`src/rtl/serial_add_scheduler.sv`:
```
// Round-robin scheduler that shares one bit-serial adder (full adder + carry flop)
// between NREQ requesters. Sums are returned LSB-first assembled, tagged with the winner index.
module serial_add_scheduler #(
    parameter int NREQ  = 4,
    parameter int WIDTH = 8,
    localparam int IDW  = $clog2(NREQ)
) (
    input  logic                    clk,
    input  logic                    reset_n,
    input  logic [NREQ-1:0]         req,
    input  logic [NREQ*WIDTH-1:0]   op_a,
    input  logic [NREQ*WIDTH-1:0]   op_b,
    output logic [NREQ-1:0]         grant,
    output logic                    busy,
    output logic                    done,
    output logic [IDW-1:0]          done_id,
    output logic [WIDTH:0]          sum
);

    localparam int CNTW = $clog2(WIDTH);

    typedef enum logic [1:0] {IDLE, LOAD, RUN, DONE} state_t;

    state_t             state;
    logic [IDW-1:0]     winner;
    logic [IDW-1:0]     last_winner;
    logic [IDW-1:0]     nxt_winner;
    logic [WIDTH-1:0]   a_sh;
    logic [WIDTH-1:0]   b_sh;
    logic [WIDTH-2:0]   res_sh;
    logic [WIDTH-1:0]   res_nx;
    logic [WIDTH-1:0]   a_sel;
    logic [WIDTH-1:0]   b_sel;
    logic               carry;
    logic               carry_nx;
    logic               s_bit;
    logic [CNTW-1:0]    bitcnt;

    // First set request strictly after the previous winner, wrapping modulo NREQ.
    function automatic logic [IDW-1:0] rr_pick(input logic [NREQ-1:0] r,
                                               input logic [IDW-1:0]  last);
        logic [IDW-1:0] pick;
        logic [IDW-1:0] idx;
        logic           found;
        int             t;
        pick  = '0;
        found = 1'b0;
        for (int i = 1; i <= NREQ; i++) begin
            t = int'(last) + i;
            if (t >= NREQ) t = t - NREQ;
            idx = IDW'(t);
            if (!found && r[idx]) begin
                pick  = idx;
                found = 1'b1;
            end
        end
        return pick;
    endfunction

    assign nxt_winner = rr_pick(req, last_winner);

    always_comb begin
        a_sel = '0;
        b_sel = '0;
        for (int i = 0; i < NREQ; i++) begin
            if (winner == IDW'(i)) begin
                a_sel = op_a[i*WIDTH +: WIDTH];
                b_sel = op_b[i*WIDTH +: WIDTH];
            end
        end
    end

    // Shared serial datapath: one full adder, the carry flop holds the ripple between bits.
    assign s_bit    = a_sh[0] ^ b_sh[0] ^ carry;
    assign carry_nx = (a_sh[0] & b_sh[0]) | (a_sh[0] & carry) | (b_sh[0] & carry);
    assign res_nx   = {s_bit, res_sh};

    always_ff @(posedge clk or negedge reset_n) begin
        if (!reset_n) begin
            state       <= IDLE;
            winner      <= '0;
            last_winner <= IDW'(NREQ-1);
            grant       <= '0;
            busy        <= 1'b0;
            done        <= 1'b0;
            done_id     <= '0;
            sum         <= '0;
            a_sh        <= '0;
            b_sh        <= '0;
            res_sh      <= '0;
            carry       <= 1'b0;
            bitcnt      <= '0;
        end else begin
            case (state)
                IDLE: begin
                    if (|req) begin
                        winner <= nxt_winner;
                        grant  <= {{(NREQ-1){1'b0}}, 1'b1} << nxt_winner;
                        busy   <= 1'b1;
                        state  <= LOAD;
                    end
                end
                LOAD: begin
                    grant       <= '0;
                    a_sh        <= a_sel;
                    b_sh        <= b_sel;
                    carry       <= 1'b0;
                    bitcnt      <= '0;
                    last_winner <= winner;
                    state       <= RUN;
                end
                RUN: begin
                    a_sh   <= a_sh >> 1;
                    b_sh   <= b_sh >> 1;
                    carry  <= carry_nx;
                    res_sh <= res_nx[WIDTH-1:1];
                    bitcnt <= bitcnt + 1'b1;
                    if (bitcnt == CNTW'(WIDTH-1)) begin
                        sum     <= {carry_nx, res_nx};
                        done_id <= last_winner;
                        done    <= 1'b1;
                        state   <= DONE;
                    end
                end
                DONE: begin
                    done  <= 1'b0;
                    busy  <= 1'b0;
                    state <= IDLE;
                end
                default: state <= IDLE;
            endcase
        end
    end

endmodule

```
`config.mk`:
```
export PLATFORM = sky130hd
export DESIGN_NAME = serial_add_scheduler
export DESIGN_NICKNAME = d
export VERILOG_FILES = /design/src/rtl/serial_add_scheduler.sv
export SDC_FILE = /design/constraint.sdc
export NUM_CORES = 1
export LEC_CHECK = 0
export BUFFER_PORTS_ARGS = -buffer_cell sky130_fd_sc_hd__buf_2
export CORE_ASPECT_RATIO = 2
export CORE_MARGIN = 8
export CORE_UTILIZATION = 55
export CTS_CLUSTER_DIAMETER = 40
export DETAILED_ROUTE_END_ITERATION = 10
export PLACE_DENSITY_LB_ADDON = 0.25
export SKIP_LAST_GASP = 1
export SYNTH_ARGS = -nofsm -noshare
export SYNTH_HDL_FRONTEND = slang
export SYNTH_SLANG_ARGS = --single-unit
export TNS_END_PERCENT = 5
```
`constraint.sdc`:
```
create_clock -name clk -period 2.9 [get_ports clk]
set_input_delay 0.29 -clock clk [delete_from_list [all_inputs] [get_ports clk]]
set_output_delay 0.29 -clock clk [all_outputs]
set_load 0.05 [all_outputs]
```
# Yosys cells after proc, flatten, opt, wreduce, memory -nomap -nowiden
# Cells that the tools add are included.
# W data, S select, Z words.
[totals]
regBits = 50
elab_cells = 106
output_inout_bits = 17
inputBits = 70
[op_classes]
muxes = 40
bitwise_logic = 7
reduce_logical = 19
shifts = 1
n_addsub = 9
n_eq_ne = 9
order_cmp = 8
[ops]
columns = ["cell", "count"]
rows = [
  ["$mux W8", 8],
  ["$pmux W8 S2", 2],
  ["$mux W2", 10],
  ["$lt A2 B3 Y1 const B", 4],
  ["$reduce_and A2 Y1", 6],
  ["$ge A3 B3 Y1 const B", 3],
  ["$mux W1", 9],
  ["$bmux W1 S2", 4],
  ["$eq A2 B2 Y1 const B", 4],
  ["$pmux W2 S4", 1],
  ["$pmux W4 S2", 1],
  ["$reduce_bool A2 Y1", 4],
  ["$sub A2 B1 Y2 const B", 4],
  ["$add A2 B2 Y3 const B", 2],
  ["$pmux W1 S2", 3],
  ["$pmux W3 S2", 1],
  ["$add A2 B3 Y4 const B", 1],
  ["$eq A2 B1 Y1 const B", 2],
  ["$ge A4 B3 Y1 const B", 1],
  ["$logic_not A2 Y1", 2],
  ["$mux W4", 1],
  ["$ne A2 B2 Y1 const B", 2],
  ["$reduce_or A4 Y1", 1],
  ["$shl A1 B2 Y4 const A", 1],
  ["8 further kinds", 16],
]

# Logic depth before layout (Yosys ltp)
[logic_depth]
word_depth = 18
depth_mapped = 6
ltp_nobuf = 6

# Worst setup path before layout
# No wires, ideal clock.
[synth_timing]
kind = "reg-to-reg"
startpoint = "reg bitcnt[0]"
endpoint = "reg sum[0]"
stages_incl_launch_ff = 6
slack_ps = 1233
t_arrival_ps = 1542
cell_sequence = "dfrtp_1 > ha_1 > ha_1 > nand2_1 > clkbuf_1 > mux2_2"
[synth_via]
elab_chain_len = 2
[synth_lines]
columns = ["element", "line_no", "text"]
rows = [
  ["start, declared", "37", "logic [CNTW-1:0] bitcnt;"],
  ["start signal, assigned", "117", "bitcnt <= bitcnt + 1'b1;"],
  ["$eq A3 B3 Y1", "118", "if (bitcnt == CNTW'(WIDTH-1)) begin"],
  ["$reduce_and A2 Y1 (no line)", "--", ""],
  ["end signal, assigned", "119", "sum <= {carry_nx, res_nx};"],
  ["end, declared", "17", "output logic [WIDTH:0] sum"],
]
# No other way between the ends.
# A chain may end at the register's enable or synchronous reset.

# Worst setup path in the final report
[layout_timing]
startpoint = "reg state[0]"
endpoint = "reg done_id[1]"
[layout_via]
elab_chain_len = 2
[layout_lines]
columns = ["element", "line_no", "text"]
rows = [
  ["start, declared", "24", "state_t state;"],
  ["start signal, assigned", "80", "state <= IDLE;"],
  ["start signal, assigned", "100", "state <= LOAD;"],
  ["start signal, assigned", "110", "state <= RUN;"],
  ["$eq A2 B2 Y1", "94", "case (state)"],
  ["$reduce_and A2 Y1 (no line)", "--", ""],
  ["end signal, assigned", "120", "done_id <= last_winner;"],
  ["end, declared", "16", "output logic [IDW-1:0] done_id,"],
]
# No other way between the ends.

==> results.json <==
{
  "htreeDepth": 2,
  "grt_pass1_wl_mm": 9.56,
  "seqPwrFrac": 0.374,
  "worstHoldPathType": "primary input to asynchronous set/reset pin",
  "final_area_um2": 3210,
  "synthMuxAreaShare": 0.273,
  "maxCapViolCount": 0,
  "finalClockSkew_ns": 0.00913,
  "p_per_area_nw_per_um2": 1020,
  "yosysWarnings": 0,
  "layout-area-overhead-vs-synth_pct": 20.0,
  "p_comb_frac": 0.502,
  "total_power_mw": 3.27,
  "synth_cells": 217,
  "dp_hpwl_mm": 4.48,
  "wire_per_inst_um": 16.3,
  "ctsResizeCount": 0,
  "synth_seq_area_share": 0.469,
  "utilization": 0.672,
  "p_clk_frac": 0.125,
  "cpPeakStageDelay_ns": 0.42,
  "worstPathRequired_ns": 3.09,
  "synth_edf_count": 0,
  "dieArea_um2": 7490,
  "vias": 1984,
  "max_freq_ghz": 0.553,
  "ios": 87,
  "worstMarginPinSlew_ns": 1.08,
  "n_fill_cell": 405,
  "dpl_cell_area_um2": 3120,
  "cp_slowest_cell": "dfrtp_1",
  "r2r_start": "state[0]$_DFFE_PN0P_",
  "fin_setup_tns_ns": 0,
  "gp_congestion": 0.854,
  "period_share": 0.624,
  "cts-hold-fix-buffers": 0,
  "yosys.area_share.simple": 0.0758,
  "numPortBuffers": 86,
  "rsz0062_at_grt": "false",
  "cts_tree": "done",
  "clkLatencyLatePin_ns": 0.31,
  "netSwitchingFraction": 0.418,
  "grt_overflow_total": 0,
  "p_int_mw": 1.90,
  "drt_iter0_drc": 92,
  "crit_path_start": "state[0]$_DFFE_PN0P_",
  "rows": 36,
  "wl_mm": 5.82,
  "die_w_um": 65.3,
  "switching_power_mw": 1.37,
  "cp-end-kind": "register",
  "cts_made_buffers": 5,
  "setup_viol": 0,
  "ant_nets": 0,
  "grt_max_degree": 51,
  "core-area_um2": 4770,
  "cts_max_path_buffers": 2,
  "synth_ff_type": "dfrtp_1",
  "ys_seq_elements": 50,
  "cts-root-buf": "clkbuf_8",
  "layout-drive-gt1-share": 0.419,
  "dr.pass1.iters": 4,
  "antenna_cells": 0,
  "die_y_um": 115,
  "synth_top_family_by_area": "multiplexers",
  "r2r_end": "done_id[1]$_DFFE_PN0P_",
  "rr_worst_depth": 5,
  "clkTransAtPathRegs_ns": 0.09,
  "async_flop_share": 1.00,
  "crit_type": "register to register",
  "ir_drop_mv": 1.17,
  "r2r_slack_ns": 1.09,
  "nets": 378,
  "hold_violations": 0,
  "synth_fa_ha_area_frac": 0.0402,
  "post-cts-setup-buffers": 0,
  "cp_max_fo": 14,
  "synth-xor-area-share": 0,
  "antenna_found_initial": 0,
  "slew_violations": 0,
  "grt_pass1_vias": 2120,
  "p_leak_nw": 1.53,
  "vias_per_cell": 5.54,
  "syn_area_um2": 2680,
  "cp.arrival_ns": 2.00,
  "start_util": 0.560,
  "min_period_ns": 1.81,
  "track_usage": 0.162,
  "drc": 0,
  "maxSlewHeadroom": 0.278,
  "cts.sinks": 50,
  "path_cells": "inv_1, ha_1, buf_4, nand2_1, mux2_2",
  "avgSynthCellArea_um2": 12.3,
  "synth_compound_area_frac": 0.0945,
  "status": "finished clean",
  "synth_nets": 295,
  "post_synth_num_cell_types": 32,
  "startpoint_type": "register"
}
## kinds of logic (layout without fill, tap and decap cells)
kind of cell / count (synthesis) / after routing
flip-flops: 50 / 50
buffers and inverters: 25 / 109
AND/OR/NAND/NOR: 43 / 43
adder cells (fa/ha/maj): 8 / 8
AO/OA/AOI/OAI: 43 / 43
multiplexers: 48 / 48
## metal layers
layer,track usage,vias to the layer above,share of wire
met3,0.0382,14,0.049
met5,0,-,0
met1,0.185,963,0.40
met2,0.272,59,0.53
li1,-,948,-
met4,0.0806,0,0.028
## stage by stage
stage	std cells	hold WS (ns)	setup slack [ns]
2_1_floorplan	217	-0.00559	1.23
3_3_place_gp	350	0.459	1.17
3_5_place_dp	350	0.466	1.10
4_1_cts	358	0.210	1.09
5_1_grt	358	0.265	0.998
6_report	358	0.172	1.09
## worst max-delay path: cells and delay by family, from the launching register on
family | cells | cell delay, ns
adder cells (fa/ha/maj) | 1 | 0.22
buffers and inverters | 2 | 0.30
flip-flops | 1 | 0.42
multiplexers | 1 | 0.39
AND/OR/NAND/NOR | 1 | 0.38
## cell usage in the layout (no fill, tap or decap)
cell / n
a21oi_1: 19
a21boi_0: 1
mux4_2: 8
buf_2: 86
clkinvlp_4: 1
nor4_1: 1
o2bb2ai_1: 4
mux2i_1: 16
o22a_1: 1
nor2_1: 17
dfrtp_1: 48
mux2_2: 16
nand3b_1: 3
inv_1: 11
o41ai_2: 1
or2_2: 1
ha_1: 7
clkinv_4: 1
nand3_1: 4
clkbuf_8: 5
nand2b_1: 3
mux4_1: 8
o21a_1: 1
clkinv_2: 1
o31ai_1: 1
fa_1: 1
nand2_1: 10
nor2b_1: 3
o21ai_0: 15
buf_4: 4
and3b_1: 1
dfstp_2: 2
## flip-flops by register name (all words and copies together) (netlist names), 2 cells and up
signal	flops
a_sh	8
bitcnt	3
res_sh	7
done_id	2
winner	2
sum	9
grant	4
last_winner	2
state	2
b_sh	8
## power by group through the flow
| stage | Clock (mW) | Combinational [mW] | Sequential [mW] |
|---|---|---|---|
| final | 0.407 | 1.64 | 1.22 |
| after global routing | 0.441 | 1.83 | 1.26 |
| after CTS | 0.419 | 1.65 | 1.22 |
| after detailed placement | 0 | 1.65 | 1.24 |
| after global placement | 0 | 1.60 | 1.22 |
| after floorplan | 0 | 1.25 | 1.29 |
## worst max path at each step
stage | endpoint | depth (start not counted)
2_1_floorplan | sum[0]$_DFFE_PN0P_ | 5
3_3_place_gp | done_id[1]$_DFFE_PN0P_ | 5
3_5_place_dp | sum[1]$_DFFE_PN0P_ | 5
4_1_cts | done_id[1]$_DFFE_PN0P_ | 5
5_1_grt | sum[0]$_DFFE_PN0P_ | 5
6_report | done_id[1]$_DFFE_PN0P_ | 5
## final cells by class
| class | instances | area [µm²] | area share |
|---|---|---|---|
| Timing Repair Buffer | 90 | 460 | 0.143 |
| Clock inverter | 3 | 21.3 | 0.00663 |
| Sequential cell | 50 | 1250 | 0.390 |
| Multi-Input combinational cell | 142 | 1290 | 0.403 |
| Clock buffer | 5 | 68.8 | 0.0214 |
| Inverter | 11 | 41.3 | 0.0129 |
| Tap cell | 57 | 71.3 | 0.0222 |
## Yosys cell counts (2+ instances only)
master | number | share of area
dfrtp_1 | 48 | 0.45
a21oi_1 | 19 | 0.036
nor2_1 | 17 | 0.024
mux2_2 | 16 | 0.067
mux2i_1 | 16 | 0.060
o21ai_0 | 15 | 0.028
inv_1 | 11 | 0.015
nand2_1 | 10 | 0.014
mux4_1 | 8 | 0.079
mux4_2 | 8 | 0.067
ha_1 | 7 | 0.033
clkbuf_1 | 6 | 0.0084
buf_2 | 4 | 0.0075
nand3_1 | 4 | 0.0075
o2bb2ai_1 | 4 | 0.013
nand2b_1 | 3 | 0.0070
nand3b_1 | 3 | 0.0084
nor2b_1 | 3 | 0.0070
dfstp_2 | 2 | 0.020
Note: power is estimated with default switching activity, not from simulation.
